`src/rtl/gray_pkg.sv`:
```
// Shared types and helpers for the Gray-code position tracker.
package gray_pkg;

  localparam int GRAY_W = 3;
  localparam logic [GRAY_W-1:0] DELTA_UP = 3'd1;
  localparam logic [GRAY_W-1:0] DELTA_DN = 3'd7;

  typedef enum logic {
    ACQUIRE = 1'b0,
    LOCKED  = 1'b1
  } trk_state_t;

  function automatic logic [GRAY_W-1:0] gray2bin3(input logic [GRAY_W-1:0] g);
    return {g[2], g[2] ^ g[1], g[2] ^ g[1] ^ g[0]};
  endfunction

endpackage

```
`src/rtl/gray_pos_tracker_if.sv`:
```
// Sample input and tracking-status bundle between the Gray source and the tracker.
interface gray_pos_tracker_if
  import gray_pkg::*;
#(
  parameter int WRAP_W = 8
);
  logic              G;
  logic              H;
  logic              I;
  logic              in_valid;
  logic [GRAY_W-1:0] bin;
  logic              out_valid;
  logic              dir_up;
  logic              step_err;
  logic              locked;
  logic [WRAP_W-1:0] wrap_cnt;

  modport master (
    output G, H, I, in_valid,
    input  bin, out_valid, dir_up, step_err, locked, wrap_cnt
  );

  modport slave (
    input  G, H, I, in_valid,
    output bin, out_valid, dir_up, step_err, locked, wrap_cnt
  );
endinterface

```
`src/rtl/gray2bin3_dec.sv`:
```
// Combinational 3-bit Gray-to-binary decoder.
module gray2bin3_dec
  import gray_pkg::*;
(
  input  logic [GRAY_W-1:0] gray,
  output logic [GRAY_W-1:0] bin
);
  assign bin = gray2bin3(gray);
endmodule

```
`src/rtl/gray_pos_tracker.sv`:
```
// Registers Gray samples, decodes them and tracks direction, revolutions and lock.
module gray_pos_tracker
  import gray_pkg::*;
#(
  parameter int WRAP_W    = 8,
  parameter int LOCK_N    = 2,
  parameter int ERR_LIMIT = 3
) (
  input  logic             clk,
  input  logic             rst,
  gray_pos_tracker_if.slave bus
);
  localparam int STB_W = (LOCK_N < 2) ? 2 : $clog2(LOCK_N + 1);
  localparam int ERR_W = (ERR_LIMIT < 2) ? 2 : $clog2(ERR_LIMIT + 1);

  trk_state_t        state_r, state_nx_s;
  logic [STB_W-1:0]  stable_r, stable_nx_s;
  logic [ERR_W-1:0]  err_r, err_nx_s;
  logic              seeded_r, seeded_nx_s;
  logic [GRAY_W-1:0] bin_r, bin_nx_s, bin_dec_s, delta_s;
  logic              out_valid_r, out_valid_nx_s;
  logic              dir_up_r, dir_up_nx_s;
  logic              step_err_r, step_err_nx_s;
  logic [WRAP_W-1:0] wrap_r, wrap_nx_s;
  logic              legal_s;

  gray2bin3_dec u_dec (
    .gray ({bus.G, bus.H, bus.I}),
    .bin  (bin_dec_s)
  );

  // bin_r doubles as the previous position once a seed has been taken
  assign delta_s = bin_dec_s - bin_r;
  assign legal_s = (delta_s == 3'd0) || (delta_s == DELTA_UP) || (delta_s == DELTA_DN);

  // State register
  always_ff @(posedge clk) begin
    if (rst) begin
      state_r <= ACQUIRE;
    end else begin
      state_r <= state_nx_s;
    end
  end

  // Next-state and lock/error counter logic
  always_comb begin
    state_nx_s  = state_r;
    stable_nx_s = stable_r;
    err_nx_s    = err_r;
    seeded_nx_s = seeded_r;
    if (bus.in_valid) begin
      seeded_nx_s = 1'b1;
      case (state_r)
        ACQUIRE: begin
          if (!seeded_r || !legal_s) begin
            stable_nx_s = STB_W'(1);
          end else begin
            stable_nx_s = stable_r + STB_W'(1);
          end
          if (stable_nx_s == STB_W'(LOCK_N)) begin
            state_nx_s = LOCKED;
            err_nx_s   = {ERR_W{1'b0}};
          end else begin
            state_nx_s = ACQUIRE;
          end
        end
        LOCKED: begin
          if (legal_s) begin
            err_nx_s = {ERR_W{1'b0}};
          end else if (err_r + ERR_W'(1) == ERR_W'(ERR_LIMIT)) begin
            // Too many bad steps: the offending sample becomes the new seed
            state_nx_s  = ACQUIRE;
            stable_nx_s = STB_W'(1);
            err_nx_s    = {ERR_W{1'b0}};
          end else begin
            err_nx_s = err_r + ERR_W'(1);
          end
        end
        default: begin
          state_nx_s = ACQUIRE;
        end
      endcase
    end else begin
      state_nx_s = state_r;
    end
  end

  // Output next values: direction and revolutions only move while LOCKED
  always_comb begin
    bin_nx_s       = bin_r;
    out_valid_nx_s = 1'b0;
    dir_up_nx_s    = dir_up_r;
    step_err_nx_s  = 1'b0;
    wrap_nx_s      = wrap_r;
    if (bus.in_valid) begin
      bin_nx_s       = bin_dec_s;
      out_valid_nx_s = 1'b1;
      if (state_r == LOCKED) begin
        case (delta_s)
          3'd0: begin
            dir_up_nx_s = dir_up_r;
          end
          DELTA_UP: begin
            dir_up_nx_s = 1'b1;
            if (bin_r == 3'd7) begin
              wrap_nx_s = wrap_r + WRAP_W'(1);
            end else begin
              wrap_nx_s = wrap_r;
            end
          end
          DELTA_DN: begin
            dir_up_nx_s = 1'b0;
            if (bin_r == 3'd0) begin
              wrap_nx_s = wrap_r - WRAP_W'(1);
            end else begin
              wrap_nx_s = wrap_r;
            end
          end
          default: begin
            step_err_nx_s = 1'b1;
          end
        endcase
      end else begin
        dir_up_nx_s = dir_up_r;
      end
    end else begin
      bin_nx_s = bin_r;
    end
  end

  // Datapath and counter registers
  always_ff @(posedge clk) begin
    if (rst) begin
      stable_r    <= {STB_W{1'b0}};
      err_r       <= {ERR_W{1'b0}};
      seeded_r    <= 1'b0;
      bin_r       <= {GRAY_W{1'b0}};
      out_valid_r <= 1'b0;
      dir_up_r    <= 1'b0;
      step_err_r  <= 1'b0;
      wrap_r      <= {WRAP_W{1'b0}};
    end else begin
      stable_r    <= stable_nx_s;
      err_r       <= err_nx_s;
      seeded_r    <= seeded_nx_s;
      bin_r       <= bin_nx_s;
      out_valid_r <= out_valid_nx_s;
      dir_up_r    <= dir_up_nx_s;
      step_err_r  <= step_err_nx_s;
      wrap_r      <= wrap_nx_s;
    end
  end

  assign bus.bin       = bin_r;
  assign bus.out_valid = out_valid_r;
  assign bus.dir_up    = dir_up_r;
  assign bus.step_err  = step_err_r;
  assign bus.locked    = (state_r == LOCKED);
  assign bus.wrap_cnt  = wrap_r;

endmodule

```
`src/flat_wrapper.sv`:
```
// flat-port wrapper written by rule: the top's interface ports become plain ports
module gray_pos_tracker_flat import gray_pkg::*;
#(
  parameter int WRAP_W    = 8,
  parameter int LOCK_N    = 2,
  parameter int ERR_LIMIT = 3
)
  (clk, rst, bus_G, bus_H, bus_I, bus_in_valid, bus_bin, bus_out_valid, bus_dir_up, bus_step_err, bus_locked, bus_wrap_cnt);
  gray_pos_tracker_if #(.WRAP_W(WRAP_W)) bus_i ();
  input  logic clk;
  input  logic rst;
  input wire logic [$bits(bus_i.G)-1:0] bus_G;
  input wire logic [$bits(bus_i.H)-1:0] bus_H;
  input wire logic [$bits(bus_i.I)-1:0] bus_I;
  input wire logic [$bits(bus_i.in_valid)-1:0] bus_in_valid;
  output wire logic [$bits(bus_i.bin)-1:0] bus_bin;
  output wire logic [$bits(bus_i.out_valid)-1:0] bus_out_valid;
  output wire logic [$bits(bus_i.dir_up)-1:0] bus_dir_up;
  output wire logic [$bits(bus_i.step_err)-1:0] bus_step_err;
  output wire logic [$bits(bus_i.locked)-1:0] bus_locked;
  output wire logic [$bits(bus_i.wrap_cnt)-1:0] bus_wrap_cnt;
  assign bus_i.G = bus_G;
  assign bus_i.H = bus_H;
  assign bus_i.I = bus_I;
  assign bus_i.in_valid = bus_in_valid;
  assign bus_bin = bus_i.bin;
  assign bus_out_valid = bus_i.out_valid;
  assign bus_dir_up = bus_i.dir_up;
  assign bus_step_err = bus_i.step_err;
  assign bus_locked = bus_i.locked;
  assign bus_wrap_cnt = bus_i.wrap_cnt;
  gray_pos_tracker #(.WRAP_W(WRAP_W), .LOCK_N(LOCK_N), .ERR_LIMIT(ERR_LIMIT)) u_core (.clk(clk), .rst(rst), .bus(bus_i));
endmodule
```
`config.mk`:
```
export PLATFORM = sky130hd
export DESIGN_NAME = gray_pos_tracker_flat
export DESIGN_NICKNAME = d
export VERILOG_FILES = /design/src/rtl/gray_pkg.sv /design/src/rtl/gray_pos_tracker_if.sv /design/src/rtl/gray2bin3_dec.sv /design/src/rtl/gray_pos_tracker.sv /design/src/flat_wrapper.sv
export SDC_FILE = /design/constraint.sdc
export NUM_CORES = 1
export LEC_CHECK = 0
export CORE_MARGIN = 2
export CORE_UTILIZATION = 40
export DETAILED_ROUTE_END_ITERATION = 12
export DONT_BUFFER_PORTS = 1
export PLACE_DENSITY = 0.65
export SLEW_MARGIN = 25
export SYNTH_ARGS = -nofsm -noshare
export SYNTH_HDL_FRONTEND = slang
export SYNTH_SLANG_ARGS = --single-unit
```
`constraint.sdc`:
```
create_clock -name clk -period 6 [get_ports clk]
set_input_delay 0.6 -clock clk [delete_from_list [all_inputs] [get_ports clk]]
set_output_delay 0.6 -clock clk [all_outputs]
set_load 0.02 [all_outputs]
```
==> impl_results.md <==
- Syn avg cell area: 8.942 um^2
- Final core utilization: between 40% and 50%
- Number of buffers created by CTS: 3
- Synth Net Count: 153
- Final Instance Area: roughly 1300 um^2
- Worst Setup End Kind: flop
- Mapped Area: 1279 um^2
- Register bit total from synthesis: 20
- Placed cell areas: around 1300 um^2
- # rows: 20
- Count of final setup violators: 0
- Final non-filler cell total: 182
- CTS tree: done
- Worst-margin pin slew: 0.8325 ns
- Max H-tree Level: 1
- Core ar.: roughly 3100 um^2
- Postcts setup bufs: 0
- Synth cell types: 49
- Gr usage total: approximately 17%
- Commonest cells post-synth: 20 x dfxtp_1, 17 x nor2_1, 9 x inv_1
- Total grt overflow: 0
- Critical-path maximum fanout: 8
- Largest net degree at the start of global routing: 23
- Hold Buf Count CTS: 0
- Detailed Route WL: approximately 2600 um
- WHS: 0.3326 ns
- Synth Area in Compound Gates: 20.35%
- Clk pin slew, worst setup/hold paths: between 0.1 and 0.15 ns
- Worst path arrival time: around 4 ns
- Largest family of logic cells by synthesized area: simple AND/OR/NAND/NOR gates
- Detailed Place HPWL: a little under 2000 um
- Post-synth ARST share: 0%
- Simple-gate share of the synthesized area: around 22%
- Filler cells: between 300 and 400
- Setup TNS: 0 ns
- Fin nets: ~150
- Status: finished, final reports clean
- Synth Flop Type: dfxtp_1
- WP buf/inv: 0
- DRT Pass-1 Iters: 4
- Cell class contributing the biggest share of worst-path delay: simple AND/OR/NAND/NOR gates
- Fin. Hold Viols: 0
- Initial Util: between 40% and 50%
- Height of the die: just over 60 um
- Post_cts resized: 0
- Antenna Violating Nets Remaining: 0
- First-pass GRT wire length: ~4500 um
- Yosys warnings: 0
- Fin crit period: between 3 and 4 ns
- WL/cell: about 14 um
- Placed insts: approximately 180
- Layout area overhead: 4.403%
- Avg Vias per Cell: about 5.7
- Post-Synth XOR/XNOR Area: between 10% and 20%
- Layout cells sized above 1: between 10% and 20%
- N_diodes: 0
- Sink Count: 20
- Worst vdd ir: ~0.000072 V
- Critical path's most frequent cell: xnor2_1
- CTS Buffer Depth: 2
- Post-synthesis mux area share: roughly 4%
- EDFF count, synth: 0
- Final Cycle Share: 63.31%
- Worst path max stage delay: ~0.53 ns
- Cell Chain, Critical Path: xnor2_1, xor2_1, ha_1, fa_1, nor2_1, nand2_4, xnor2_1, ha_1, or4_1, o211ai_2, a22oi_2, xnor2_1, a211oi_2
- Worst skew pair latency: 0.31 ns
- Worst hold path type: in2reg
- Antenna violations before repair: 0
- Detailed-route DRC error count: 0
- Seq/Total Area, Yosys: 31.31%
- CP max stage cell: nor2_1
- Leakage power: 0.0004931 uW
- CTS root buf: clkbuf_4
- Setup crit start kind: input port
- Final Slew Violations: 0
- Skew final: between 0.001 and 0.0015 ns
- # IOs: 21
- Max Cap Viol: 0
- Horiz. Die Dim: about 60 um
- RSZ-0062 raised after global routing: false
- CP required: around 6.3 ns
- Top post-synthesis cells by area: dfxtp_1 31%, xnor2_1 5.5%, nor2_1 5.0%, mux2i_1 3.9%, a211oi_1 2.9%
- I/O Buffers: 0
- Critical Setup Path Class: in2reg
- Synth top area share: a little under a third
- Power Dens Cells: between 200 and 250 nW/um^2
- Vias: ~1000
- Rel. slew slack: ~44%
- Die area: between 3000 and 4000 um^2
- Initial DRC count: 34
- Post-synth top area cell: dfxtp_1
- Count leader, synth: dfxtp_1
- Vias in the first global route: slightly below 1000
- F_max: between 200 and 300 MHz
- GP Congestion: around 0.94
- Gate Count Post-Synth: ~140
- Post-Synth Adder-Cell Area: 4.501%
[kinds of logic after synthesis]
| family | after synthesis |
|---|---|
| buffers and inverters | 18 |
| adders and majority gates | 4 |
| AOI/OAI and AO/OA | 33 |
| muxes | 5 |
| and+or+nand+nor | 51 |
| DFF | 20 |
| xor gates and xnor gates | 12 |
[state kept, by name (all words and copies together) (netlist names)]
name                  flops
u_core.bus.bin            3
u_core.bus.dir_up         1
u_core.bus.out_valid      1
u_core.seeded_r           1
u_core.bus.wrap_cnt       8
u_core.err_r              2
u_core.stable_r           2
u_core.bus.step_err       1
u_core.bus.locked         1
[report_power, final]
part / leakage, uW / internal [uW] / switching, uW
Clock: 0.0000279 / 67.6 / 46.0
Combinational: 0.000302 / 28.6 / 40.4
Sequential: 0.000163 / 138 / 10.0
[stage by stage]
step	setup slack (ns)	power, uW
floorplan	2.115	213.0
global placement	2.102	216.8
detailed placement	1.881	219.5
CTS	2.211	333.2
global route	1.882	348.9
finish	2.202	330.4
[worst reg2reg max path: stages (launching register included)]
cell,delay (ns)
dfxtp_1,0.54
ha_1,0.23
fa_1,0.51
nor2_1,0.53
nand2_4,0.13
xnor2_1,0.17
ha_1,0.25
or4_1,0.45
o211ai_2,0.17
a22oi_2,0.11
xnor2_1,0.14
a211oi_2,0.20
[final timing paths]
check	from	endpoint	slack [ns]	cells past startpoint
worst max register to register	u_core.bus.bin[0]	u_core.bus.wrap_cnt[6]	2.50	11
worst min register to register	u_core.seeded_r	u_core.seeded_r	0.49	2
worst max-delay path	bus_G	u_core.bus.wrap_cnt[6]	2.20	13
worst min-delay path	rst	u_core.bus.wrap_cnt[6]	0.33	1
[per-layer routing]
| layer | global-route usage [%] | vias to the layer above | wire (um) |
|---|---|---|---|
| met5 | 0 | - | 0 |
| li1 | - | 508 | - |
| met3 | 5.330 | 4 | 216 |
| met2 | 25.47 | 35 | 1171 |
| met1 | 21.12 | 487 | 1156 |
| met4 | 7.453 | 0 | 52 |
[cells in the final DEF (no fill, tap or decap), types with 3 or more instances in the layout]
master	synthesis	layout
nor3_1	4	4
nand4_1	4	4
nand3b_1	4	4
nand3_1	5	5
dfxtp_1	20	20
inv_1	9	9
ha_1	3	3
a21oi_1	4	4
xnor2_1	8	8
clkbuf_4	0	3
o21ai_0	6	6
a211oi_1	5	5
mux2i_1	5	5
a31o_2	3	3
nor2_1	17	17
[cell type report]
type / count / area, um^2 / area share [%]
multi-input combinational: 105 / 793.3 / 59.42
sequential: 20 / 400.4 / 29.99
tap: 44 / 55.05 / 4.124
inverter: 9 / 33.78 / 2.530
clock inverter: 1 / 30.03 / 2.249
clock buffer: 3 / 22.52 / 1.687
Power figures use the tool's default switching activity.
